**src/rtl/shift_pkg.sv**
```systemverilog
// Shared types for the parametrised shift register: shift modes and FSM states.
package shift_pkg;

  // One encoding per single-bit step behaviour; HOLD counts steps without moving data.
  typedef enum logic [2:0] {
    SLL  = 3'd0,
    SRL  = 3'd1,
    SRA  = 3'd2,
    ROL  = 3'd3,
    ROR  = 3'd4,
    SIL  = 3'd5,
    SIR  = 3'd6,
    HOLD = 3'd7
  } shift_mode_t;

  // Controller states: waiting for a command, or stepping through a counted shift.
  typedef enum logic {
    IDLE  = 1'b0,
    SHIFT = 1'b1
  } shift_state_t;

endpackage : shift_pkg

```
**src/rtl/param_shift_reg_if.sv**
```systemverilog
// Command/status bundle of the shift register. The controller (master) drives
// load and start commands; the register (slave) returns contents and status.
interface param_shift_reg_if
  import shift_pkg::*;
#(
  parameter int WIDTH = 8,
  parameter int AW    = $clog2(WIDTH) + 1
) ();

  logic              load_en;
  logic [WIDTH-1:0]  load_val;
  logic              start;
  shift_mode_t       mode;
  logic [AW-1:0]     amount;
  logic              serial_in;
  logic [WIDTH-1:0]  op;
  logic              serial_out;
  logic              busy;
  logic              done;

  modport master (
    output load_en, load_val, start, mode, amount, serial_in,
    input  op, serial_out, busy, done
  );

  modport slave (
    input  load_en, load_val, start, mode, amount, serial_in,
    output op, serial_out, busy, done
  );

endinterface : param_shift_reg_if

```
**src/rtl/shift_step.sv**
```systemverilog
// One single-bit step of the shift register: next word and the bit that leaves it.
// Purely combinational; the top level decides when to commit the result.
module shift_step
  import shift_pkg::*;
#(
  parameter int WIDTH = 8
) (
  input  logic [WIDTH-1:0] din,
  input  shift_mode_t      mode,
  input  logic             serial_in,
  output logic [WIDTH-1:0] dout,
  output logic             bit_out
);

  // Select the next word and ejected bit for the requested mode.
  always_comb begin
    dout    = din;
    bit_out = 1'b0;
    case (mode)
      SLL: begin
        dout    = {din[WIDTH-2:0], 1'b0};
        bit_out = din[WIDTH-1];
      end
      SRL: begin
        dout    = {1'b0, din[WIDTH-1:1]};
        bit_out = din[0];
      end
      SRA: begin
        dout    = {din[WIDTH-1], din[WIDTH-1:1]};
        bit_out = din[0];
      end
      ROL: begin
        dout    = {din[WIDTH-2:0], din[WIDTH-1]};
        bit_out = din[WIDTH-1];
      end
      ROR: begin
        dout    = {din[0], din[WIDTH-1:1]};
        bit_out = din[0];
      end
      SIL: begin
        dout    = {din[WIDTH-2:0], serial_in};
        bit_out = din[WIDTH-1];
      end
      SIR: begin
        dout    = {serial_in, din[WIDTH-1:1]};
        bit_out = din[0];
      end
      HOLD: begin
        dout    = din;
        bit_out = 1'b0;
      end
      default: begin
        dout    = din;
        bit_out = 1'b0;
      end
    endcase
  end

endmodule : shift_step

```
**src/rtl/param_shift_reg.sv**
```systemverilog
// Multi-mode shift register with parallel load and a counted shift engine.
// A start command shifts the stored word by `amount` single-bit steps, one per
// clock; busy covers the stepping and done pulses for one cycle afterwards.
// Parallel load always wins over a running operation and aborts it silently.
module param_shift_reg
  import shift_pkg::*;
#(
  parameter int WIDTH = 8,
  parameter int AW    = $clog2(WIDTH) + 1
) (
  input  logic              clk,
  input  logic              rst,
  param_shift_reg_if.slave  bus
);

  shift_state_t      state_r;
  shift_mode_t       mode_r;
  logic [AW-1:0]     cnt_r;
  logic [WIDTH-1:0]  op_r;
  logic              serial_out_r;
  logic              busy_r;
  logic              done_r;

  logic [WIDTH-1:0]  step_dout_s;
  logic              step_bit_s;

  shift_step #(
    .WIDTH (WIDTH)
  ) u_step (
    .din       (op_r),
    .mode      (mode_r),
    .serial_in (bus.serial_in),
    .dout      (step_dout_s),
    .bit_out   (step_bit_s)
  );

  // Controller, step counter and output registers in one clocked process.
  always_ff @(posedge clk) begin
    if (rst) begin
      state_r      <= IDLE;
      mode_r       <= SLL;
      cnt_r        <= '0;
      op_r         <= '0;
      serial_out_r <= 1'b0;
      busy_r       <= 1'b0;
      done_r       <= 1'b0;
    end else if (bus.load_en) begin
      // Load aborts whatever is running; serial_out keeps its last value.
      op_r    <= bus.load_val;
      state_r <= IDLE;
      cnt_r   <= '0;
      busy_r  <= 1'b0;
      done_r  <= 1'b0;
    end else begin
      case (state_r)
        IDLE: begin
          done_r <= 1'b0;
          if (bus.start) begin
            if (bus.amount == {AW{1'b0}}) begin
              // Zero-length command completes at once without stepping.
              done_r <= 1'b1;
            end else begin
              mode_r  <= bus.mode;
              cnt_r   <= bus.amount;
              busy_r  <= 1'b1;
              state_r <= SHIFT;
            end
          end else begin
            busy_r <= 1'b0;
          end
        end
        SHIFT: begin
          op_r  <= step_dout_s;
          cnt_r <= cnt_r - {{(AW-1){1'b0}}, 1'b1};
          if (mode_r != HOLD) begin
            serial_out_r <= step_bit_s;
          end else begin
            serial_out_r <= serial_out_r;
          end
          if (cnt_r == {{(AW-1){1'b0}}, 1'b1}) begin
            // Last step: leave busy and announce completion next cycle.
            state_r <= IDLE;
            busy_r  <= 1'b0;
            done_r  <= 1'b1;
          end else begin
            busy_r  <= 1'b1;
            done_r  <= 1'b0;
          end
        end
        default: begin
          state_r <= IDLE;
          busy_r  <= 1'b0;
          done_r  <= 1'b0;
        end
      endcase
    end
  end

  assign bus.op         = op_r;
  assign bus.serial_out = serial_out_r;
  assign bus.busy       = busy_r;
  assign bus.done       = done_r;

endmodule : param_shift_reg

```
**src/flat_wrapper.sv**
```systemverilog
// flat-port wrapper written by rule: the top's interface ports become plain ports
module param_shift_reg_flat import shift_pkg::*;
#(
  parameter int WIDTH = 8,
  parameter int AW    = $clog2(WIDTH) + 1
)
  (clk, rst, bus_load_en, bus_load_val, bus_start, bus_mode, bus_amount, bus_serial_in, bus_op, bus_serial_out, bus_busy, bus_done);
  param_shift_reg_if #(.WIDTH(WIDTH), .AW(AW)) bus_i ();
  input  logic clk;
  input  logic rst;
  input wire logic [$bits(bus_i.load_en)-1:0] bus_load_en;
  input wire logic [$bits(bus_i.load_val)-1:0] bus_load_val;
  input wire logic [$bits(bus_i.start)-1:0] bus_start;
  input wire logic [$bits(bus_i.mode)-1:0] bus_mode;
  input wire logic [$bits(bus_i.amount)-1:0] bus_amount;
  input wire logic [$bits(bus_i.serial_in)-1:0] bus_serial_in;
  output wire logic [$bits(bus_i.op)-1:0] bus_op;
  output wire logic [$bits(bus_i.serial_out)-1:0] bus_serial_out;
  output wire logic [$bits(bus_i.busy)-1:0] bus_busy;
  output wire logic [$bits(bus_i.done)-1:0] bus_done;
  assign bus_i.load_en = bus_load_en;
  assign bus_i.load_val = bus_load_val;
  assign bus_i.start = bus_start;
  assign bus_i.mode = bus_mode;
  assign bus_i.amount = bus_amount;
  assign bus_i.serial_in = bus_serial_in;
  assign bus_op = bus_i.op;
  assign bus_serial_out = bus_i.serial_out;
  assign bus_busy = bus_i.busy;
  assign bus_done = bus_i.done;
  param_shift_reg #(.WIDTH(WIDTH), .AW(AW)) u_core (.clk(clk), .rst(rst), .bus(bus_i));
endmodule
```
**config.mk**
```make
export PLATFORM = sky130hd
export DESIGN_NAME = param_shift_reg_flat
export DESIGN_NICKNAME = d
export VERILOG_FILES = /design/src/rtl/shift_pkg.sv /design/src/rtl/param_shift_reg_if.sv /design/src/rtl/shift_step.sv /design/src/rtl/param_shift_reg.sv /design/src/flat_wrapper.sv
export SDC_FILE = /design/constraint.sdc
export NUM_CORES = 1
export LEC_CHECK = 0
export BUFFER_PORTS_ARGS = -buffer_cell sky130_fd_sc_hd__buf_4
export CAP_MARGIN = 20
export CORE_MARGIN = 10
export CORE_UTILIZATION = 35
export CTS_CLUSTER_SIZE = 12
export DETAILED_ROUTE_END_ITERATION = 6
export HOLD_SLACK_MARGIN = 0.06
export SETUP_SLACK_MARGIN = 0.5
export SYNTH_ARGS = -nofsm -noshare
export SYNTH_HDL_FRONTEND = slang
export SYNTH_SLANG_ARGS = --single-unit
```
**constraint.sdc**
```tcl
create_clock -name clk -period 1.6 [get_ports clk]
set_input_delay 0.08 -clock clk [delete_from_list [all_inputs] [get_ports clk]]
set_output_delay 0.08 -clock clk [all_outputs]
set_load 0.1 [all_outputs]
```
# ---- Word level (Yosys, flattened, before mapping)
# Index checks and enable logic that the tools add are counted.
dict set report classes {
  muxes 18
  n_eq_ne 14
  bitwise 3
  n_reduce_logical 11
  addsub 1
}
# operator count
set op_table {}
lappend op_table {{8-bit one-hot mux with 7 select lines} 1}
lappend op_table {{8-bit 2-to-1 mux} 2}
lappend op_table {{3-bit == test (second input constant)} 4}
lappend op_table {{1-bit 2-to-1 mux} 8}
lappend op_table {{4-bit 2-to-1 mux} 2}
lappend op_table {{2-bit != test (second input constant)} 4}
lappend op_table {{4-bit one-hot mux with 2 select lines} 1}
lappend op_table {{3-bit by 2-bit == test with 1-bit output (second input constant)} 2}
lappend op_table {{3-bit != test (second input constant)} 2}
lappend op_table {{1-bit one-hot mux with 2 select lines} 3}
lappend op_table {{3-bit AND reduction} 2}
lappend op_table {{4-bit by 1-bit == test with 1-bit output (second input constant)} 1}
lappend op_table {{4-bit logical NOT} 1}
lappend op_table {{2-bit AND reduction} 2}
lappend op_table {{4-bit AND reduction} 1}
lappend op_table {{4-bit OR reduction} 1}
lappend op_table {{4-bit by 1-bit subtractor with 4-bit output (second input constant)} 1}
lappend op_table {{3-bit by 1-bit == test with 1-bit output (second input constant)} 1}
lappend op_table {{3-bit logical NOT} 1}
lappend op_table {{1-bit inverter} 3}
lappend op_table {{1-bit one-hot mux with 3 select lines} 1}
lappend op_table {{3-bit OR reduction} 1}
lappend op_table {{2-bit nonzero test} 1}
lappend op_table {{2-bit OR reduction} 1}
dict set report totals {
  output_inout_bits 11
  ff_bits 19
  elab_cells 55
  in_bits 20
}

# ---- Depth between registers and ports, before layout
# Gate-level depths: netlist of the first run.
dict set report depth {
  depth_word 4
  depth_mapped 6
  depth_no_buf 5
}

# ---- Cells and area by module
# A second synthesis of the first run with hierarchy kept.
dict set report unflattened {
  hier_cells 161
  area_unflattened_um2 1418.9
}
# module area_per_inst_um2 seq_area_each_um2 instances cells_per_inst
set modules_own_cells {}
lappend modules_own_cells {param_shift_reg 979.7 380.4 1 98}
lappend modules_own_cells {shift_step 439.2 0.0 1 63}

# ---- Worst setup path before layout of the first run
# OpenSTA, ideal clock, no wires.
dict set report synth_path {
  kind {reg-to-reg}
  start {register u_core.op_r[0] (netlist: u_core.bus.op[0])}
  end {register u_core.op_r[7] (netlist: u_core.bus.op[7])}
  stages_incl_launch_ff 5
  setup_slack_ns -0.245
  t_arrival_ns 1.753
  synth_period_minus_slack_ns 1.845
  setup_ns 0.093
  t_required_ns 1.507
  n_path_buf 0
  cell_sequence {dfxtp_1 mux2_2 and3_1 a311oi_1 o32ai_1}
}
dict set report synth_between {
  elab_chain_cells 3
}
# item line_no
set synth_rtl {}
lappend synth_rtl {{start: declaration} param_shift_reg.sv:19} ;# logic [WIDTH-1:0] op_r;
lappend synth_rtl {{start signal: assignment} param_shift_reg.sv:49} ;# op_r <= bus.load_val;
lappend synth_rtl {{start signal: assignment} param_shift_reg.sv:73} ;# op_r <= step_dout_s;
lappend synth_rtl {{8-bit one-hot mux with 7 select lines} shift_step.sv:19} ;# case (mode)
lappend synth_rtl {{8-bit 2-to-1 mux} param_shift_reg.sv:55} ;# case (state_r)
lappend synth_rtl {{8-bit 2-to-1 mux} param_shift_reg.sv:47} ;# end else if (bus.load_en) begin
# Every way passes these cells. The select of a mux whose other input is x is not followed.
# A chain may end at the register's enable or synchronous reset.

# ---- Worst setup path in the final report of the first run
dict set report layout_path {
  start {register u_core.mode_r[1]}
  end {register u_core.op_r[7] (netlist: u_core.bus.op[7])}
}
dict set report layout_between {
  elab_chain_cells 4
  elab_cells_between_ends 14
  cone_classes {eq/ne: 9; mux: 3; reduce/logical: 2}
}
# item line_no
set layout_rtl {}
lappend layout_rtl {{start: declaration} param_shift_reg.sv:17} ;# shift_mode_t mode_r;
lappend layout_rtl {{start signal: assignment} param_shift_reg.sv:63} ;# mode_r <= bus.mode;
lappend layout_rtl {{3-bit == test, or another cell as far along} shift_step.sv:19}
lappend layout_rtl {{8-bit one-hot mux with 7 select lines} shift_step.sv:19}
lappend layout_rtl {{8-bit 2-to-1 mux} param_shift_reg.sv:55}
lappend layout_rtl {{8-bit 2-to-1 mux} param_shift_reg.sv:47}
# Parallel ways exist; a longest one is shown, timed or not. The select of a mux whose other input is x is not followed.

==> results by group, run 1 <==
Run status
  – Status: completed

Clock network
  – Clock-pin slew on the worst setup and hold paths: 0.07 ns
  – CTS Root Cell: clkbuf_8
  – Worst-Skew Late Latency: 0.26 ns
  – Sink Count: 19
  – TritonCTS Buffers: 3
  – Max Buffers Root-to-Sink: 2
  – Clock tree from TritonCTS: done
  – Max H-tree Level: 1

Synth
  – Avg Cell Area, Syn: 7.88 um^2
  – Adder-cell share of the synthesized area: 0.0195
  – Post-synth top flop: dfxtp_1
  – Compound-Gate Fraction of Synth Area: 0.296
  – Portion of netlist area occupied by mux cells: 0.0877
  – Largest family of logic cells by synthesized area: compound AO/OA/AOI/OAI gates
  – Syn Nets: 185
  – Async SR Flop Fraction: 0
  – Yosys warns: 0
  – Cell taking the most area after synthesis: dfxtp_1
  – EDFF count, synth: 0
  – Post-synthesis sequential area ratio: 0.296
  – Post-Synthesis Cell Area: 0.00128 mm^2
  – Post-Synth Simple-Gate Area: 0.201
  – Register bit total from synthesis: 19
  – Post-synthesis xor/xnor area fraction: 0.0273
  – Post-synth top area share: 0.296
  – Cells after synthesis: 163
  – Top cells by area, synth: dfxtp_1 30%, mux2i_1 7.0%, nor2_1 6.7%
  – Synth cell types: 37

Layout
  – P&R area growth vs syn: 63.2%
  – Commonest non-fill, non-tap cell in the layout: buf_4
  – Non-filler cells, final: 264
  – Most frequent cells in the layout: 47 x buf_4, 20 x nor2_1, 16 x a21oi_1
  – Nets: 241
  – Ratio of cells with drive above 1 in the final layout: 0.500
  – Ant. Diodes: 0

Worst hold path
  – Hold WC Path Type: primary input to flip-flop
  – WHS Path Cells: 3
  – Hold Path End: u_core.bus.op[0]
  – Hold Path Origin: bus_load_val[0]

Timing
  – Period utilization: 0.795
  – Setup-failing EPs final: 0
  – Relative slew slack: 0.762
  – Fin. Hold Viols: 0
  – Clock skew: 0.00161 ns
  – Max Freq: 786 MHz
  – RSZ-0062 raised after global routing: true
  – Worst slew pin tran: 0.356 ns
  – Final slew viol count: 0
  – Min cycle time layout: 1.27 ns
  – Setup TNS Final: 0 ns

Setup path
  – Flop2flop setup slack: 0.33 ns
  – FF-to-FF path depth: 4
  – CP delay by family, top: flip-flops
  – Critical Path AT: 1.42 ns
  – Crit path capture type: flip-flop
  – CP Depth: 4
  – Worst setup SP type: flip-flop
  – RR Startpoint: u_core.mode_r[1]
  – Crit path cell chain: mux2_4, and3_4, a311oi_2, o32ai_1
  – CP Class: flip-flop to flip-flop
  – Worst path max stage delay: 0.38 ns
  – Critical Path RT: 1.75 ns
  – CP max-delay cell: dfxtp_4
  – Max FO, Critical Path: 5
  – R2R Path End: u_core.bus.op[7]
  – WP buf/inv: 0

Drt
  – Final WL: 4290 um
  – WL/cell: 16.2 um
  – Residual DRC count: 0
  – Vias per cell: 5.52
  – Initial DRC Count: 170
  – ANT nets after route: 0
  – Iteration count of the initial detailed-routing pass: 4
  – Via count: 1458

GRT
  – Vias in the first global route: 1375
  – Initial antenna violation count: 0
  – GRT overflow: 0
  – GRT Total Usage: 0.125
  – Largest net degree at the start of global routing: 20
  – First-pass GRT wire length: 6640 um

Power and ir drop
  – Total power: 1440 uW
  – Peak VDD IR: 0.000445 V
  – Leakage Power: 0.000809 uW
  – Pwr dens: 685 mW/mm^2

Floorplan
  – Row count: 21
  – Die X: 80.6 um
  – Die H: 80.6 um
  – Core area: 0.00344 mm^2
  – Die Area: 0.00649 mm^2
  – Starting density of the core: 0.373
  – Ports: 31

Job
  – Total of max-cap violations: 0

Place
  – DP Wirelength: 2700 um
  – Placed insts: 234
  – GP Congestion: 0.797
  – I/O Buffers: 30
[stage by stage]
stage	instance area, um^2	util	hold WS (ns)	setup WS [ns]
after CTS	1900	0.551	0.0640	0.306
after floorplan	1400	-	0.165	0.293
after global placement	1650	0.481	0.314	0.190
after detailed placement	1650	0.481	0.329	0.128
after global routing	2090	0.609	0.0681	0.252
final	2090	0.609	0.0665	0.328
[worst register-to-register path, cell delays in order, from the launching register on]
cell and delay (ns):
dfxtp_4 0.38, mux2_4 0.30, and3_4 0.18, a311oi_2 0.18, o32ai_1 0.12
[cells by family after synthesis]
kind of cell             count (synthesis)
XOR/XNOR                                 4
multiplexers                            11
buffers and inverters                   18
AO/OA/AOI/OAI                           57
adder cells (fa/ha/maj)                  2
flip-flops                              19
AND/OR/NAND/NOR                         52
[sequential cells by signal (all words and copies together) (netlist names)]
name,count
u_core.bus.op,8
u_core.mode_r,3
u_core.state_r,1
u_core.bus.done,1
u_core.bus.busy,1
u_core.cnt_r,4
u_core.bus.serial_out,1
[power by group]
part	total [uW]	internal [uW]	switching [uW]
Sequential	547	497	50.4
Clock	347	177	170
Combinational	541	229	312
Total	1440	903	532
[layer usage]
metal	up-vias	GRT usage	wire length, um
met3	4	0.0379	185
met1	692	0.141	1840
met5	-	0	0
li1	729	-	-
met2	33	0.219	2220
met4	0	0.0370	44
[cell type report]
| class | count | area, um^2 |
|---|---|---|
| flip-flops and latches | 19 | 427 |
| inverters | 4 | 17.5 |
| multi-input cells | 126 | 987 |
| clock buffers | 4 | 45.0 |
| well taps | 46 | 57.6 |
| repair buffers | 65 | 561 |
| fillers | 284 | 1350 |
[Yosys cell counts, drive strengths merged (2+ instances only)]
cell	n
nor3	7
a211oi	3
xnor2	3
nor2b	2
dfxtp	19
mux2	2
nand2	7
o21ai	5
ha	2
inv	4
o22ai	6
nor3b	6
clkbuf	3
mux2i	9
a31oi	10
o221ai	7
nand3b	3
buf	11
a21oi	18
nor2	23
[timing repair]
action	in CTS	in global routing
pin swaps	12	20
hold buffers	2	0
endpoints found under the hold margin	2	0
cloned	0	0
resized for setup	23	24
buffers inserted	12	12
setup endpoints to repair	18	17
[worst max path at each step]
stage                           from               end
floorplan           u_core.bus.op[0]  u_core.bus.op[7]
global placement    u_core.mode_r[1]  u_core.bus.op[7]
detailed placement  u_core.mode_r[2]  u_core.bus.op[7]
CTS                 u_core.mode_r[1]  u_core.bus.op[7]
global route        u_core.mode_r[0]  u_core.bus.op[2]
finish              u_core.mode_r[1]  u_core.bus.op[7]
No activity file was read; power rests on OpenSTA's default activity.
==> run 2: changes to the inputs <==
- clock period: 1.6 -> 1.1 ns (I/O delays scaled with it)
==> run 2 against run 1 <==
Net effect: the run now ends with negative setup slack left; setup slack lost 0.51 ns; register-to-register slack worse by 0.51 ns; routed wire length is 8.0% higher; clock-buffer cell count shrank 1; die area unchanged; sequential cell count unchanged; global-route usage grew 1.5 points; critical path depth did not move; critical path type unchanged; critical endpoint unchanged; highest routed layer unchanged.
==> results by group, run 2 (synthesis gave the netlist of run 1 again) <==
Drt
  – Residual DRC count: 0 (unchanged)
  – ANT nets after route: 0 (unchanged)
  – Final WL: 4630 um (+8.0%)
  – Initial DRC Count: 63 (-63%)
  – Via count: 1564 (+7.3%)
  – WL/cell: 16.4 um (+0.80%)
  – Iteration count of the initial detailed-routing pass: 4 (unchanged)
  – Vias per cell: 5.53 (about the same)

Floorplan
  – Core area: 0.00344 mm^2 (unchanged)
  – Row count: 21 (unchanged)
  – Die Area: 0.00649 mm^2 (unchanged)
  – Die X: 80.6 um (unchanged)
  – Die H: 80.6 um (unchanged)
  – Ports: 31 (unchanged)
  – Starting density of the core: 0.373 (unchanged)

Timing
  – RSZ-0062 raised after global routing: true
  – Worst slew pin tran: 0.341 ns (-0.0154 ns)
  – Period utilization: 1.17 (+0.371)
  – Relative slew slack: 0.772 (+0.0103)
  – Final slew viol count: 0 (unchanged)
  – Fin worst setup slack: -0.182 ns (-0.511 ns)
  – Hold slack: 0.0272 ns (-0.0393 ns)
  – Setup-failing EPs final: 14 (+14)
  – Min cycle time layout: 1.28 ns (+0.0107 ns)
  – Setup TNS Final: -1.17 ns (-1.17 ns)
  – Fin. Hold Viols: 0 (unchanged)
  – Max Freq: 780 MHz (-0.84%)
  – Clock skew: 0.00233 ns (+0.000714 ns)

Setup path
  – Crit path cell chain: mux2_4, and3_4, a311oi_2, o32ai_1
  – Crit path capture type: flip-flop
  – CP Class: flip-flop to flip-flop
  – CP max-delay cell: dfxtp_2
  – Critical Path AT: 1.42 ns (about the same)
  – Flop2flop setup slack: -0.18 ns (-0.51 ns)
  – Worst setup SP type: flip-flop
  – Max FO, Critical Path: 3 (-2)
  – Worst path max stage delay: 0.37 ns (about the same)
  – Critical Path RT: 1.24 ns (-0.51 ns)

Clock network
  – TritonCTS Buffers: 3 (unchanged)
  – Worst-Skew Late Latency: 0.26 ns (about the same)
  – Clock tree from TritonCTS: done
  – Clock-pin slew on the worst setup and hold paths: 0.08 ns (about the same)
  – Max H-tree Level: 1 (unchanged)
  – Max Buffers Root-to-Sink: 2 (unchanged)
  – CTS Root Cell: clkbuf_8
  – Sink Count: 19 (unchanged)

Layout
  – Ratio of cells with drive above 1 in the final layout: 0.595 (+0.0949)
  – Commonest non-fill, non-tap cell in the layout: buf_4
  – Ant. Diodes: 0 (unchanged)
  – # fillers: 256 (-9.9%)
  – Register area: 432 um^2 (+1.2%)
  – P&R area growth vs syn: 91.1%
  – Area of the multi-input gates: 0.00104 mm^2 (+5.8%)
  – Most frequent cells in the layout: 51 x buf_4, 20 x nor2_1, 20 x buf_6
  – Nets: 260 (+7.9%)
  – Largest register FFs: 8 (unchanged)

GRT
  – Initial antenna violation count: 0 (unchanged)
  – Largest net degree at the start of global routing: 15 (-25%)
  – GRT overflow: 0 (unchanged)
  – Vias in the first global route: 1613 (+17%)
  – First-pass GRT wire length: 7520 um (+13%)
  – GRT Total Usage: 0.140 (+0.0149)

Worst hold path
  – Hold WC Path Type: primary input to flip-flop

Power and ir drop
  – Leakage Power: 0.000972 uW (+20%)
  – Peak VDD IR: 0.000691 V (+55%)
  – Pwr dens: 926 mW/mm^2 (+35%)

Place
  – GP Congestion: 0.827 (+3.8%)
  – I/O Buffers: 30 (unchanged)
  – DP Wirelength: 3050 um (+13%)

Run status
  – Status: complete, but fails checks
  – Failing checks: negative setup slack

Job
  – Total of max-cap violations: 0 (unchanged)
[run 2: cell count changes in the layout (fill, tap and decap cells not counted), moves of 3 or more]
cell,before,now
inv_2,1,4
buf_6,14,20
a21oi_1,16,13
buf_4,47,51
buf_12,0,11
[run 2: timing repair]
action                                  4_1_cts  5_1_grt
setup buffers                                11        7
cloned                                        0        0
endpoints found under the setup margin       30       30
pin swaps                                    14       23
endpoints found under the hold margin         4        4
resized for setup                            69       22
[run 2: path summary, 6_finish.rpt]
path | start | cells past startpoint | to
setup / recovery | u_core.mode_r[1] | 4 | u_core.bus.op[7]
hold / removal | bus_mode[0] | 3 | u_core.mode_r[0]
setup reg to reg | u_core.mode_r[1] | 4 | u_core.bus.op[7]
hold reg to reg | u_core.bus.serial_out | 2 | u_core.bus.serial_out
[run 2: per-layer routing]
layer / share of wire / track usage / vias to the layer above
li1: - / - / 755
met1: 0.41 / 0.158 / 755
met2: 0.53 / 0.256 / 47
met3: 0.055 / 0.0256 / 7
met4: 0.012 / 0.0423 / 0
met5: 0 / 0 / -
[run 2: report_power, final]
| part | internal [uW] | total (uW) | switching, uW |
|---|---|---|---|
| Clock | 252 | 505 | 253 |
| Combinational | 468 | 969 | 501 |
| Sequential | 721 | 798 | 77.8 |
[run 2: metrics by stage]
stage | utilization | area [um^2] | instances | setup slack, ns | total power, uW
2_1_floorplan | - | 1450 | 163 | -0.207 | 1290
3_3_place_gp | 0.548 | 1890 | 261 | -0.177 | 1510
3_5_place_dp | 0.548 | 1890 | 261 | -0.223 | 1520
4_1_cts | 0.669 | 2300 | 276 | -0.191 | 2210
5_1_grt | 0.713 | 2450 | 283 | -0.234 | 2380
6_report | 0.713 | 2450 | 283 | -0.182 | 2270
[run 2: worst max-delay path: cells and delay by family, from the launching register on]
| family | cells | cell delay, ns |
|---|---|---|
| compound gates | 2 | 0.31 |
| simple gates | 1 | 0.18 |
| mux | 1 | 0.31 |
| flops | 1 | 0.37 |
[run 2: cell type report]
class / count / share of cell area
Multi-Input combinational cell: 126 / 0.426
Sequential cell: 19 / 0.176
Tap cell: 46 / 0.0235
Timing Repair Buffer: 84 / 0.350
Clock inverter: 1 / 0.00204
Clock buffer: 3 / 0.0168
Inverter: 4 / 0.00612
==> run 3: changes to the inputs <==
--- a/config.mk
+++ b/config.mk
@@ -17,2 +17,3 @@
 export SYNTH_HDL_FRONTEND = slang
+export SYNTH_HIERARCHICAL = 1
 export SYNTH_SLANG_ARGS = --single-unit
==> constraint.sdc (replaced) <==
create_clock -name clk -period 1.1 [get_ports clk]
set_input_delay 0.165 -clock clk [delete_from_list [all_inputs] [get_ports clk]]
set_output_delay 0.165 -clock clk [all_outputs]
set_load 0.1 [all_outputs]
==> run 3 against run 2 <==
Net effect: the flow still finishes with violations (negative setup slack); synthesized cell count fell by 1.2%; critical path depth rose by 4; power fell by 1.1%; sequential cell count did not move; largest cell class unchanged; highest routed layer unchanged.
==> results by group, run 3 <==
Layout
  – P&R area growth vs syn: 83.1%
  – # fillers: 313 (+22%)
  – Area of the multi-input gates: 0.00120 mm^2 (+15%)
  – Final core utilization: 0.654 (-0.0588)
  – Most frequent cells in the layout: 51 x buf_4, 16 x buf_6, 14 x mux2i_1, 14 x dfxtp_4, 12 x buf_12
  – Commonest non-fill, non-tap cell in the layout: buf_4
  – Ratio of cells with drive above 1 in the final layout: 0.675 (+0.0803)
  – Nets: 257 (-1.2%)
  – Largest register FFs: 8 (unchanged)
  – Ant. Diodes: 0 (unchanged)
  – Register area: 437 um^2 (+1.2%)

Clock network
  – CTS Root Cell: clkbuf_8
  – TritonCTS Buffers: 3 (unchanged)
  – Clock tree from TritonCTS: done
  – Worst-Skew Late Latency: 0.25 ns (about the same)
  – # hold bufs at CTS: 0
  – Clock-pin slew on the worst setup and hold paths: 0.07 ns (about the same)
  – Max H-tree Level: 1 (unchanged)
  – Sink Count: 19 (unchanged)
  – Max Buffers Root-to-Sink: 2 (unchanged)

Synth
  – Post-Synthesis Cell Area: 0.00142 mm^2 (+11%)
  – Avg Cell Area, Syn: 8.81 um^2 (+12%)
  – Async SR Flop Fraction: 0 (unchanged)
  – Cells after synthesis: 161 (-1.2%)
  – Yosys warns: 6 (+6)
  – Synth cell types: 43 (+16%)
  – EDFF count, synth: 0 (unchanged)
  – Syn Nets: 183 (-1.1%)
  – Top-count cell post-synth: dfxtp_1
  – Register bit total from synthesis: 19 (unchanged)
  – Cell taking the most area after synthesis: dfxtp_1
  – Synth top cells by count: 19 x dfxtp_1, 14 x mux2i_1, 12 x a21oi_1, 12 x mux2_2, 10 x nor2_1
  – Post-synth top flop: dfxtp_1
  – Post-synthesis sequential area ratio: 0.268 (-0.0282)
  – Post-synth top area share: 0.268 (-0.0282)
  – Top cells by area, synth: dfxtp_1 27%, mux2i_1 9.9%, mux2_2 9.5%

Timing
  – Worst slew pin tran: 0.427 ns (+0.0861 ns)
  – Setup-failing EPs final: 13 (-1)
  – Min cycle time layout: 1.62 ns (+0.334 ns)
  – Fin worst setup slack: -0.517 ns (-0.334 ns)
  – Period utilization: 1.47 (+0.304)
  – Final slew viol count: 0 (unchanged)
  – RSZ-0062 raised after global routing: true
  – Fin. Hold Viols: 0 (unchanged)
  – Relative slew slack: 0.713 (-0.0592)
  – Clock skew: 0.00509 ns (+0.00276 ns)
  – Max Freq: 619 MHz (-21%)

Place
  – I/O Buffers: 30 (unchanged)
  – DP Worst Slack: -0.458 ns (-0.235 ns)
  – DP Wirelength: 3290 um (+7.6%)
  – GP Congestion: 0.845 (+2.2%)

Setup path
  – CP Class: flip-flop to flip-flop
  – Critical Path AT: 1.76 ns (+0.34 ns)
  – Crit path cell chain: buf_6, buf_6, nand2b_4, o21ai_1, o221ai_2, mux2_2, mux2i_1, nor2_1
  – Worst setup SP type: flip-flop
  – Most frequent CP cell: buf_6
  – Crit path capture type: flip-flop
  – Worst path max stage delay: 0.41 ns (+0.04 ns)
  – CP max-delay cell: dfxtp_4
  – CP delay by family, top: multiplexers
  – WP buf/inv: 2 (+2)
  – Critical Path RT: 1.25 ns (about the same)
  – Max FO, Critical Path: 8 (+5)

Power and ir drop
  – Pwr dens: 865 mW/mm^2 (-6.6%)
  – Total power: 2250 uW (-1.1%)
  – Leakage Power: 0.00104 uW (+7.3%)
  – Peak VDD IR: 0.000550 V (-20%)

Drt
  – DR top layer: met4
  – Final WL: 5240 um (+13%)
  – ANT nets after route: 0 (unchanged)
  – Iteration count of the initial detailed-routing pass: 4 (unchanged)
  – Routed met3 length: 167 um (-35%)
  – Vias per cell: 5.57 (+0.79%)
  – Residual DRC count: 0 (unchanged)
  – Met2 routed wirelength: 2710 um (+11%)
  – WL/cell: 18.4 um (+13%)
  – Initial DRC Count: 116 (+84%)
  – Via count: 1582 (+1.2%)
  – Met1 WL: 2270 um (+21%)

GRT
  – GRT overflow: 0 (unchanged)
  – GRT Total Usage: 0.132 (-0.00754)
  – Largest net degree at the start of global routing: 15 (unchanged)
  – Initial antenna violation count: 0 (unchanged)
  – Vias in the first global route: 1646 (+2.0%)
  – First-pass GRT wire length: 8050 um (+7.0%)

Floorplan
  – Die H: 83.7 um (+3.9%)
  – Die X: 83.7 um (+3.9%)
  – Ports: 31 (unchanged)
  – Row count: 23 (+9.5%)
  – Core area: 0.00397 mm^2 (+15%)
  – Die Area: 0.00700 mm^2 (+7.9%)
  – Starting density of the core: 0.357 (-0.0157)

Worst hold path
  – Hold WC Path Type: primary input to flip-flop

Run status
  – Failing checks: negative setup slack
  – Status: complete, but fails checks

Job
  – Total of max-cap violations: 0 (unchanged)
[run 3: changes by cell type in the layout (fill, tap and decap cells not counted), moves of 6 or more]
cell and change:
a21oi_1 -6, mux2_2 +6, nand3_1 +7, nor2_1 -10
[run 3: cells by family after synthesis]
group,Yosys count,synth area share
flip-flops,19,0.268
AO/OA/AOI/OAI,46,0.220
buffers and inverters,15,0.0705
AND/OR/NAND/NOR,52,0.224
multiplexers,26,0.194
XOR/XNOR,1,0.00617
adder cells (fa/ha/maj),2,0.0176
[run 3: metal layers]
| metal | track usage | vias to the layer above |
|---|---|---|
| li1 | - | 758 |
| met5 | 0 | - |
| met3 | 0.0244 | 8 |
| met1 | 0.160 | 773 |
| met4 | 0.0487 | 0 |
| met2 | 0.225 | 43 |
[run 3: timing repair]
| action | 4_1_cts | 5_1_grt |
|---|---|---|
| pin swaps | 10 | 13 |
| gates resized for setup | 74 | 29 |
| buffers inserted | 11 | 7 |
| endpoints found under the setup margin | 30 | 30 |
[run 3: final timing paths]
kind	start	to	slack (ns)	depth (start not counted)
worst max-delay path	u_core/mode_r[1]	u_core/bus.op[4]	-0.52	8
worst max register to register	u_core/mode_r[1]	u_core/bus.op[4]	-0.52	8
worst min register to register	u_core/cnt_r[1]	u_core/cnt_r[1]	0.50	2
worst min-delay path	bus_load_val[7]	u_core/bus.op[7]	0.15	3
[run 3: worst register-to-register path, delay by kind of cell, from the launching register on]
| family | cells | cell delay (ns) |
|---|---|---|
| muxes | 2 | 0.41 |
| DFF | 1 | 0.41 |
| buffers and inverters | 2 | 0.29 |
| AOI/OAI and AO/OA | 2 | 0.28 |
| and+or+nand+nor | 2 | 0.12 |
[run 3: power breakdown]
| part | total (uW) | leakage [uW] | internal, uW | switching [uW] |
|---|---|---|---|---|
| registers | 771 | 0.000167 | 712 | 58.7 |
| clock network | 489 | 0.0000228 | 257 | 232 |
| logic | 987 | 0.000854 | 490 | 496 |
[run 3: final cells by class]
| type | instances | area share |
|---|---|---|
| clock buffers | 4 | 0.0173 |
| inverters | 3 | 0.00626 |
| multi-input cells | 127 | 0.463 |
| flip-flops and latches | 19 | 0.168 |
| well taps | 50 | 0.0241 |
| repair buffers | 81 | 0.321 |
[run 3: metrics by stage]
step	setup TNS, ns	hold slack [ns]	instances	instance area, um^2
finish	-4.47	0.146	284	2600
floorplan	-3.47	0.227	161	1550
detailed placement	-4.54	0.412	262	1990
CTS	-4.01	0.149	277	2410
global route	-5.53	0.160	284	2600
global placement	-4.32	0.404	262	1990
